<file path="src/rtl/divb_shift.sv">
// divb_shift: signed restoring shift-subtract divider producing one quotient
// bit per clock (WIDTH CALC cycles per division).
// Optional feature macro: DIVB_SHIFT_REM_EN
//   defined   -> signed remainder is computed and registered
//   undefined -> remainder port reads as constant zero
module divb_shift #(
  parameter int WIDTH = 8
) (
  input  logic             clk,
  input  logic             reset,
  input  logic             start,
  input  logic [WIDTH-1:0] A,
  input  logic [WIDTH-1:0] B,
  output logic             busy,
  output logic             done,
  output logic [WIDTH-1:0] quotient,
  output logic [WIDTH-1:0] remainder,
  output logic             ovf,
  output logic             dz
);

  localparam int               CW      = $clog2(WIDTH + 1);
  localparam logic [CW-1:0]    LAST    = CW'(WIDTH - 1);
  localparam logic [WIDTH-1:0] MAX_POS = {1'b0, {(WIDTH-1){1'b1}}};
  localparam logic [WIDTH-1:0] MIN_NEG = {1'b1, {(WIDTH-1){1'b0}}};

  typedef enum logic [1:0] {IDLE, CALC, DONE} state_t;

  state_t           state;
  state_t           next_state;
  logic [CW-1:0]    cnt;
  logic [WIDTH-1:0] dvd;
  logic [WIDTH-1:0] part;
  logic [WIDTH-1:0] dsr;
  logic             neg_a;
  logic             neg_b;
  logic             b_zero;

  logic [WIDTH-1:0] a_mag;
  logic [WIDTH-1:0] b_mag;
  logic [WIDTH:0]   trial;
  logic [WIDTH-1:0] diff;
  logic             fits;
  logic [WIDTH-1:0] dvd_nxt;
  logic [WIDTH-1:0] part_nxt;
  logic             last_step;
  logic             q_neg;
  logic [WIDTH-1:0] q_res;
  logic             ovf_res;

  // Operand magnitudes; the most negative value maps to 2^(WIDTH-1) unsigned.
  assign a_mag = A[WIDTH-1] ? (~A + WIDTH'(1)) : A;
  assign b_mag = B[WIDTH-1] ? (~B + WIDTH'(1)) : B;

  assign last_step = (state == CALC) && (cnt == LAST);
  assign q_neg     = neg_a ^ neg_b;

  // State register.
  always_ff @(posedge clk or posedge reset) begin
    if (reset) state <= IDLE;
    else       state <= next_state;
  end

  // Next-state and status outputs.
  always_comb begin
    next_state = state;
    busy       = 1'b0;
    done       = 1'b0;
    case (state)
      IDLE: if (start) next_state = CALC;
      CALC: begin
        busy = 1'b1;
        if (cnt == LAST) next_state = DONE;
      end
      DONE: begin
        busy       = 1'b1;
        done       = 1'b1;
        next_state = IDLE;
      end
      default: next_state = IDLE;
    endcase
  end

  // One restoring step: shift the next dividend bit into the partial
  // remainder and subtract the divisor magnitude if it fits.
  always_comb begin
    trial    = {part, dvd[WIDTH-1]};
    fits     = (trial >= {1'b0, dsr});
    diff     = trial[WIDTH-1:0] - dsr;
    part_nxt = fits ? diff : trial[WIDTH-1:0];
    dvd_nxt  = {dvd[WIDTH-2:0], fits};
  end

  // Signed quotient and flags from the final step, with saturation for
  // divide-by-zero and for the single overflowing case (MIN / -1).
  always_comb begin
    q_res   = q_neg ? (~dvd_nxt + WIDTH'(1)) : dvd_nxt;
    ovf_res = 1'b0;
    if (b_zero) begin
      q_res   = neg_a ? MIN_NEG : MAX_POS;
      ovf_res = 1'b1;
    end else if (!q_neg && dvd_nxt[WIDTH-1]) begin
      q_res   = MAX_POS;
      ovf_res = 1'b1;
    end
  end

  // Operand capture, iteration, and result registers (loaded entering DONE).
  always_ff @(posedge clk or posedge reset) begin
    if (reset) begin
      cnt      <= '0;
      dvd      <= '0;
      part     <= '0;
      dsr      <= '0;
      neg_a    <= 1'b0;
      neg_b    <= 1'b0;
      b_zero   <= 1'b0;
      quotient <= '0;
      ovf      <= 1'b0;
      dz       <= 1'b0;
    end else begin
      if (state == IDLE && start) begin
        cnt    <= '0;
        dvd    <= a_mag;
        part   <= '0;
        dsr    <= b_mag;
        neg_a  <= A[WIDTH-1];
        neg_b  <= B[WIDTH-1];
        b_zero <= (B == '0);
      end else if (state == CALC) begin
        cnt  <= cnt + CW'(1);
        dvd  <= dvd_nxt;
        part <= part_nxt;
      end
      if (last_step) begin
        quotient <= q_res;
        ovf      <= ovf_res;
        dz       <= b_zero;
      end
    end
  end

`ifdef DIVB_SHIFT_REM_EN
  logic [WIDTH-1:0] a_hold;
  logic [WIDTH-1:0] r_res;
  logic [WIDTH-1:0] rem_q;

  // Remainder takes the dividend's sign; on divide-by-zero it is the dividend.
  always_comb begin
    r_res = neg_a ? (~part_nxt + WIDTH'(1)) : part_nxt;
    if (b_zero) r_res = a_hold;
  end

  // Dividend copy for the divide-by-zero case and the remainder register.
  always_ff @(posedge clk or posedge reset) begin
    if (reset) begin
      a_hold <= '0;
      rem_q  <= '0;
    end else begin
      if (state == IDLE && start) a_hold <= A;
      if (last_step)              rem_q  <= r_res;
    end
  end

  assign remainder = rem_q;
`else
  assign remainder = '0;
`endif

endmodule
</file>
<file path="config.mk">
export PLATFORM = sky130hd
export DESIGN_NAME = divb_shift
export DESIGN_NICKNAME = d
export VERILOG_FILES = /design/src/rtl/divb_shift.sv
export SDC_FILE = /design/constraint.sdc
export NUM_CORES = 1
export LEC_CHECK = 0
export CAP_MARGIN = 20
export CELL_PAD_IN_SITES_DETAIL_PLACEMENT = 1
export CELL_PAD_IN_SITES_GLOBAL_PLACEMENT = 1
export CORE_UTILIZATION = 40
export CTS_CLUSTER_SIZE = 24
export DETAILED_ROUTE_END_ITERATION = 12
export PLACE_DENSITY_LB_ADDON = 0.1
export SYNTH_ARGS = -nofsm -noshare
export SYNTH_HDL_FRONTEND = slang
export SYNTH_SLANG_ARGS = --single-unit
</file>
<file path="constraint.sdc">
create_clock -name clk -period 7.5 [get_ports clk]
set_clock_uncertainty 0.05 [all_clocks]
set_input_delay 2.25 -clock clk [delete_from_list [all_inputs] [get_ports clk]]
set_output_delay 2.25 -clock clk [all_outputs]
set_load 0.01 [all_outputs]
</file>
* After elaboration in Yosys (flattened, before gate mapping)
Cells that the tools add are included.
Storage, ports and cells: register bits 43, bits of input ports 19, output and inout port bits 20
Cells by class: add/sub/neg operators 5, order comparisons 1, equal/unequal tests 5, muxes and demuxes 20, bitwise logic cells 4, reductions and logical operators 9
Operators with widths (number):
- 8-bit two-way mux | 11
- 8-bit by 1-bit adder with 8-bit output, second input constant | 3
- 8-bit inverter | 3
- 9-bit by 8-bit >= comparator with 1-bit output | 1
- 8-bit logical NOT | 1
- 4-bit two-way mux | 2
- 8-bit subtractor | 1
- 4-bit by 1-bit adder with 4-bit output, second input constant | 1
- 4-bit by 3-bit == test with 1-bit output, second input constant | 1
- 1-bit two-way mux | 4
- 2-bit two-way mux | 2
- 2-bit inequality test, second input constant | 2
- 2-bit case mux with 2 select lines | 1
- 1-bit logical AND | 3
- 2-bit by 1-bit == test with 1-bit output, second input constant | 1
- 2-bit == test, second input constant | 1
- 2-bit logical NOT | 1
- 2-bit AND reduction | 1
- 2-bit nonzero test | 1
- 2-bit OR reduction | 1
- 1-bit logical NOT | 1
- 1-bit bitwise XOR | 1

* Longest topological paths before layout
Gate-level depths: netlist of the first run.
depth in word-level cells 6, gate-level depth with buffers 14

* Least setup slack after synthesis of the first run
OpenSTA, ideal clock, no wires.
kind input -> register, from in B[5], to reg b_zero, setup time 83 ps, arrival 3297 ps, required time 7367 ps, slack 4070 ps, cell stages on the path 3, cells stage by stage or4_1 or4_1 o21ai_0
Between the ends: word-level cells in the longest chain between the ends 1
RTL lines:
- start: declaration | RTL line 13 | input logic [WIDTH-1:0] B,
- 8-bit logical NOT | RTL line 129 | b_zero <= (B == '0);
- end signal: assignment | RTL line 129
- end: declaration | RTL line 37 | logic b_zero;
Every way passes these cells. A chain may end at the register's enable or synchronous reset.

* Final worst setup path of the first run
from in start, to reg b_zero
Between the ends: word-level cells in the longest chain between the ends 1
RTL lines:
- start: declaration | RTL line 11 | input logic start,
- 1-bit logical AND | RTL line 122 | if (state == IDLE && start) begin
Every way passes these cells.

==> flow_summary_export.csv, run 1 <==
group,metric,value,unit
clock_network,clk_pin_slew_worst_paths,80,ps
logic_synthesis,syn_area,0.002963,mm²
run,cap_viol_max_count,0,
routing,detail_route.wl_per_cell,15.08,µm
clock_network,cts_buffer_depth,2,
sta,slew_headroom,43.61,%
critical_path,path_class,"in -> reg",
place,place_area,0.003273,mm²
sta,max_freq,258.0,MHz
critical_path,required,7660,ps
power_and_ir_drop,ir_drop,0.1127,mV
place,dp_cells,449,
layout,drive_gt1_share,4.749,%
routing,viasPerCell,5.210,
layout,fillers,878,
logic_synthesis,seq_area_frac_synth,36.32,%
logic_synthesis,synth_cell_types,58,
clock_network,post_cts.repair.setup_buffers,0,
die,rows,31,
power_and_ir_drop,finalPower,1397,µW
critical_path,r2r_setup_slack,4490,ps
logic_synthesis,synth_edf_count,0,
logic_synthesis,synth_top_area_share,36.32,%
run_status,status,"complete, no violations",
logic_synthesis,synthFlopType,"dfrtp_1",
layout,finalNetCount,393,
sta,tightestPinTransition,843.8,ps
routing,num_vias,2381,
place,place_hpwl,5.150,mm
layout,final_common_cell,"dfrtp_1",
sta,setup_viol,0,
die,die-area,0.007755,mm²
sta,tns,0,ps
critical_path,crit_path_start_kind,"input port",
routing,first_pass_iters,6,
sta,post-route-period-util,51.67,%
sta,fin_crit,3875,ps
layout,most-common-layout-cells,"dfrtp_1 (43), nand2_1 (41), o21ai_0 (40), clkdlybuf4s50_1 (30), nor2_1 (23)",
clock_network,cts_tree,"built",
clock_network,cts.sinks,43,
routing,drt_iter0_markers,77,
layout,design_area,0.003358,mm²
min_path,holdCritPathClass,"reg -> reg",
logic_synthesis,syn-instance-count,339,
grt,grt_pass1_wl,11.63,mm
sta,worst_slack,3625,ps
clock_network,ctsHoldBuffers,0,
die,core_area,0.007214,mm²
layout,diodes,0,
layout,fin_cells,457,
place,globalplace.congestion,0.7917,
layout,area_delta_synth_final,13.34,%
grt,grt_pass1_vias,2257,
clock_network,cts_made_buffers,5,
logic_synthesis,yosysWarnings,0,
die,start_util,41.07,%
place,pre_cts_slack,3291,ps
clock_network,clock_latency,290,ps
critical_path,endpoint_kind,"flop",
logic_synthesis,synth-seq-cells,43,
sta,hold_violations,0,
grt,track_usage,19.24,%
logic_synthesis,synth_top_cell_by_area,"dfrtp_1",
grt,gr-total-overflow,0,
clock_network,cts_resized,0,
place,port_buffers,30,
logic_synthesis,synth.avg_cell_area,8.740,µm²
clock_network,cts_root_buffer,"clkbuf_8",
sta,rsz0062_at_grt,"false",
critical_path,worstPathMaxFanout,27,
die,ios,39,
die,die_w,88.07,µm
logic_synthesis,synth_top_cells_by_area,"dfrtp_1 (36%), ha_1 (6.8%), o21ai_0 (6.8%)",
sta,drv_slew,0,
routing,ant_nets,0,
grt,antenna_found_initial,0,
critical_path,critPathArrivalTime,4040,ps
clock_network,cts_max_level,2,
power_and_ir_drop,p_leak,0.001498,µW
die,die_h,88.07,µm
power_and_ir_drop,p_per_area,415.9,mW/mm²
routing,drc_errors,0,
grt,grt_max_degree,44,
logic_synthesis,async_flop_share,100.0,%
routing,routed_wl,6.893,mm
-- cell type report --
type                    count  area, µm²  share of cell area [%]
well taps                  99      123.9                   3.689
clock buffers               6      72.57                   2.161
inverters                  23      93.84                   2.794
clock inverters             2      12.51                  0.3726
repair buffers             32      315.3                   9.389
flip-flops and latches     43       1076                   32.04
multi-input cells         252       1664                   49.55
-- cells in the mapped netlist (2+ instances only) --
cell / n
nor3_1: 2
xor2_1: 11
mux2i_1: 14
clkbuf_1: 14
or4_1: 3
o21ai_0: 40
a41oi_1: 2
o31ai_1: 3
nand4_1: 3
xnor2_1: 12
buf_4: 8
a21oi_1: 17
o221ai_1: 3
inv_1: 22
o21a_1: 3
buf_2: 3
nand2b_1: 3
nand2_1: 41
nor2_1: 23
a21o_1: 4
a31oi_1: 2
o41ai_1: 2
o311ai_1: 2
and2_1: 2
nor2b_1: 5
ha_1: 16
nand3_1: 5
dfrtp_1: 43
buf_1: 2
-- kinds of logic (layout without fill, tap and decap cells) --
group,after synthesis,in the layout,synth area share (%)
AOI/OAI and AO/OA,94,94,20.74
xor gates and xnor gates,23,23,6.799
adders and majority gates,17,17,7.432
buffers and inverters,51,63,8.404
DFF,43,43,36.32
muxes,14,14,4.730
other,1,8,0.1266
and+or+nand+nor,96,96,15.46
-- registers in the layout (all words and copies together) (netlist names) --
register  count
part          8
quotient      8
dvd           8
dz            1
dsr           8
neg_a         1
cnt           4
b_zero        1
neg_b         1
ovf           1
state         2
-- final timing paths --
kind / endpoint / from / depth (start not counted)
max: b_zero / start / 4
max in group asynchronous: part[4] / reset / 3
min in group asynchronous: ovf / reset / 3
min reg2reg: dz / dz / 1
max reg2reg: quotient[6] / part[3] / 12
min: dz / dz / 1
-- worst max-delay path, stage by stage --
cell	delay (ps)
clkdlybuf4s50_1	510
nand2_1	510
or4_1	680
o21ai_0	80
-- where the power goes --
group,switching [µW],internal (µW)
logic,451,366
registers,105,327
clock network,82.8,65.2
total,639,758
-- per-stage QoR --
step | utilization, % | hold WS [ps]
6_report | 46.55 | 432.9
5_1_grt | 46.55 | 459.5
4_1_cts | 46.55 | 439.9
3_5_place_dp | 45.37 | 419.2
3_3_place_gp | 45.37 | 411.6
2_1_floorplan | - | 399.8
-- per-layer routing --
metal	part of all wire (%)	track usage, %	routed length (µm)
met5	0	0	0
met4	0.73	3.959	50
met3	2.1	2.545	146
met2	46	30.16	3187
met1	51	28.39	3508
Power figures use the tool's default switching activity.
==> run 2, diff against run 1 <==
clock period = 3.8 ns   (was 7.5 ns; I/O delays follow)
==> run 2 against run 1 <==
Final cell count rose by 0.66%. Global-route usage up 1.3 points. Routed wire length increased by 4.3%. Non-clock buffer count is 3 higher. Register-to-register slack got worse by 3600 ps. Critical path depth up 8. Sequential share of layout area decreased by 0.39 points. Sequential power up 99%. Worst setup slack got worse by 2800 ps. Core utilization rose by 0.57 points. Power increased by 100%. Combinational power up 100%. Highest routed layer unchanged.
==> flow_summary_export.csv, run 2 (same netlist as run 1, synthesis figures left out) <==
group,metric,value,unit
critical_path,rr_startpoint,"part[3]",
min_path,worstHoldPathCells,1,
die,die-area,0.007755,mm²
layout,most-common-layout-cells,"dfrtp_1 (43), nand2_1 (41), o21ai_0 (40), clkdlybuf4s50_1 (30), nor2_1 (23)",
grt,grt_pass1_vias,2427,
place,pre_cts_slack,857.8,ps
critical_path,cp.buffers_inverters,1,
grt,antenna_found_initial,0,
grt,gr-total-overflow,0,
die,die_h,88.07,µm
min_path,hp-start,"dz",
clock_network,cts_root_buffer,"clkbuf_8",
critical_path,worstPathMaxFanout,9,
routing,drc_errors,0,
min_path,holdCritPathClass,"reg -> reg",
routing,ant_nets,0,
clock_network,cts_tree,"built",
critical_path,worstPathCellList,"ha_1, a21oi_1, nand2_1, o221a_4, nand2b_4, inv_8, ha_1, nor3b_1, nand2_1, xor2_1, o221ai_1, o21ai_0",
layout,drive_gt1_share,5.817,%
grt,grt_pass1_wl,12.19,mm
layout,finalNetCount,396,
die,start_util,41.07,%
power_and_ir_drop,p_leak,0.001521,µW
sta,hold_violations,0,
clock_network,cts_resized,0,
place,place_area,0.003296,mm²
clock_network,cts_buffer_depth,2,
sta,slew_headroom,62.68,%
critical_path,crit_path_start_kind,"flop",
place,place_hpwl,5.503,mm
routing,routed_wl,7.190,mm
die,ios,39,
routing,viasPerCell,5.274,
sta,tns,0,ps
die,core_area,0.007214,mm²
sta,worst_slack,872.8,ps
routing,drt_iter0_markers,77,
die,die_w,88.07,µm
routing,first_pass_iters,4,
critical_path,critPathSlowestCell,"dfrtp_1",
die,rows,31,
sta,tightestPinTransition,556.3,ps
clock_network,cts_made_buffers,5,
critical_path,required,3930,ps
critical_path,critPathArrivalTime,3060,ps
place,port_buffers,30,
critical_path,path_class,"reg -> reg",
critical_path,reg2reg_depth,12,
layout,diodes,0,
clock_network,post_cts.repair.setup_buffers,0,
sta,max_freq,341.6,MHz
grt,grt_max_degree,34,
routing,num_vias,2426,
sta,post-route-period-util,77.03,%
layout,design_area,0.003400,mm²
clock_network,clock_latency,300,ps
run_status,status,"complete, no violations",
sta,rsz0062_at_grt,"false",
critical_path,max_stage_delay,400,ps
sta,setup_viol,0,
clock_network,cts_max_level,2,
sta,drv_slew,0,
power_and_ir_drop,p_per_area,832.0,mW/mm²
critical_path,crit_family,"compound AO/OA/AOI/OAI gates",
place,globalplace.congestion,0.8224,
critical_path,endpoint_kind,"flop",
layout,final_common_cell,"dfrtp_1",
critical_path,worstSetupStartpoint,"part[3]",
clock_network,cts.sinks,43,
grt,track_usage,20.58,%
critical_path,path_depth,12,
routing,detail_route.wl_per_cell,15.63,µm
clock_network,ctsHoldBuffers,0,
run,cap_viol_max_count,0,
critical_path,r2r_setup_slack,870,ps
clock_network,clk_pin_slew_worst_paths,90,ps
sta,fin_crit,2927,ps
layout,area_delta_synth_final,14.74,%
power_and_ir_drop,ir_drop,0.2042,mV
[run 2: changes by cell type in the layout (fill, tap and decap cells not counted)]
cell and change:
buf_4 +3, clkbuf_1 -1, clkbuf_8 +2, clkinv_2 -1
[run 2: worst register-to-register path, cell delays in order (launching register included)]
cell and delay (ps):
dfrtp_1 400, ha_1 370, a21oi_1 250, nand2_1 110, o221a_4 290, nand2b_4 230
inv_8 110, ha_1 180, nor3b_1 310, nand2_1 110, xor2_1 150, o221ai_1 180
o21ai_0 100
[run 2: final timing paths]
path	endpoint
setup / recovery	quotient[6]
hold / removal	dz
setup reg to reg	quotient[6]
hold reg to reg	dz
max in group asynchronous	part[1]
min in group asynchronous	ovf
[run 2: cell type report]
| type | count | area (µm²) |
|---|---|---|
| inverter | 23 | 93.84 |
| clock buffer | 7 | 96.34 |
| sequential | 43 | 1076 |
| clock inverter | 1 | 7.507 |
| timing repair buffer | 35 | 337.8 |
| multi-input combinational | 252 | 1664 |
| tap | 99 | 123.9 |
| fill | 877 | 3815 |
[run 2: metrics by stage]
step | hold WS (ps) | total power (µW) | utilization (%) | instances
after global routing | 457.5 | 3099 | 47.12 | 460
after global placement | 411.6 | 2468 | 45.68 | 452
after floorplan | 399.8 | 2107 | - | 346
after CTS | 451.5 | 2852 | 47.12 | 460
after detailed placement | 431.4 | 2507 | 45.68 | 452
final | 443.4 | 2828 | 47.12 | 460
[run 2: per-layer routing]
metal | track usage, % | wire, µm
met2 | 33.90 | 3379
met3 | 3.393 | 171
met1 | 28.27 | 3574
met5 | 0 | 0
met4 | 4.985 | 64
[run 2: power breakdown]
group          internal, µW  total (µW)  switching [µW]
clock                   166         330             164
combinational           732        1640             906
sequential              644         860             216
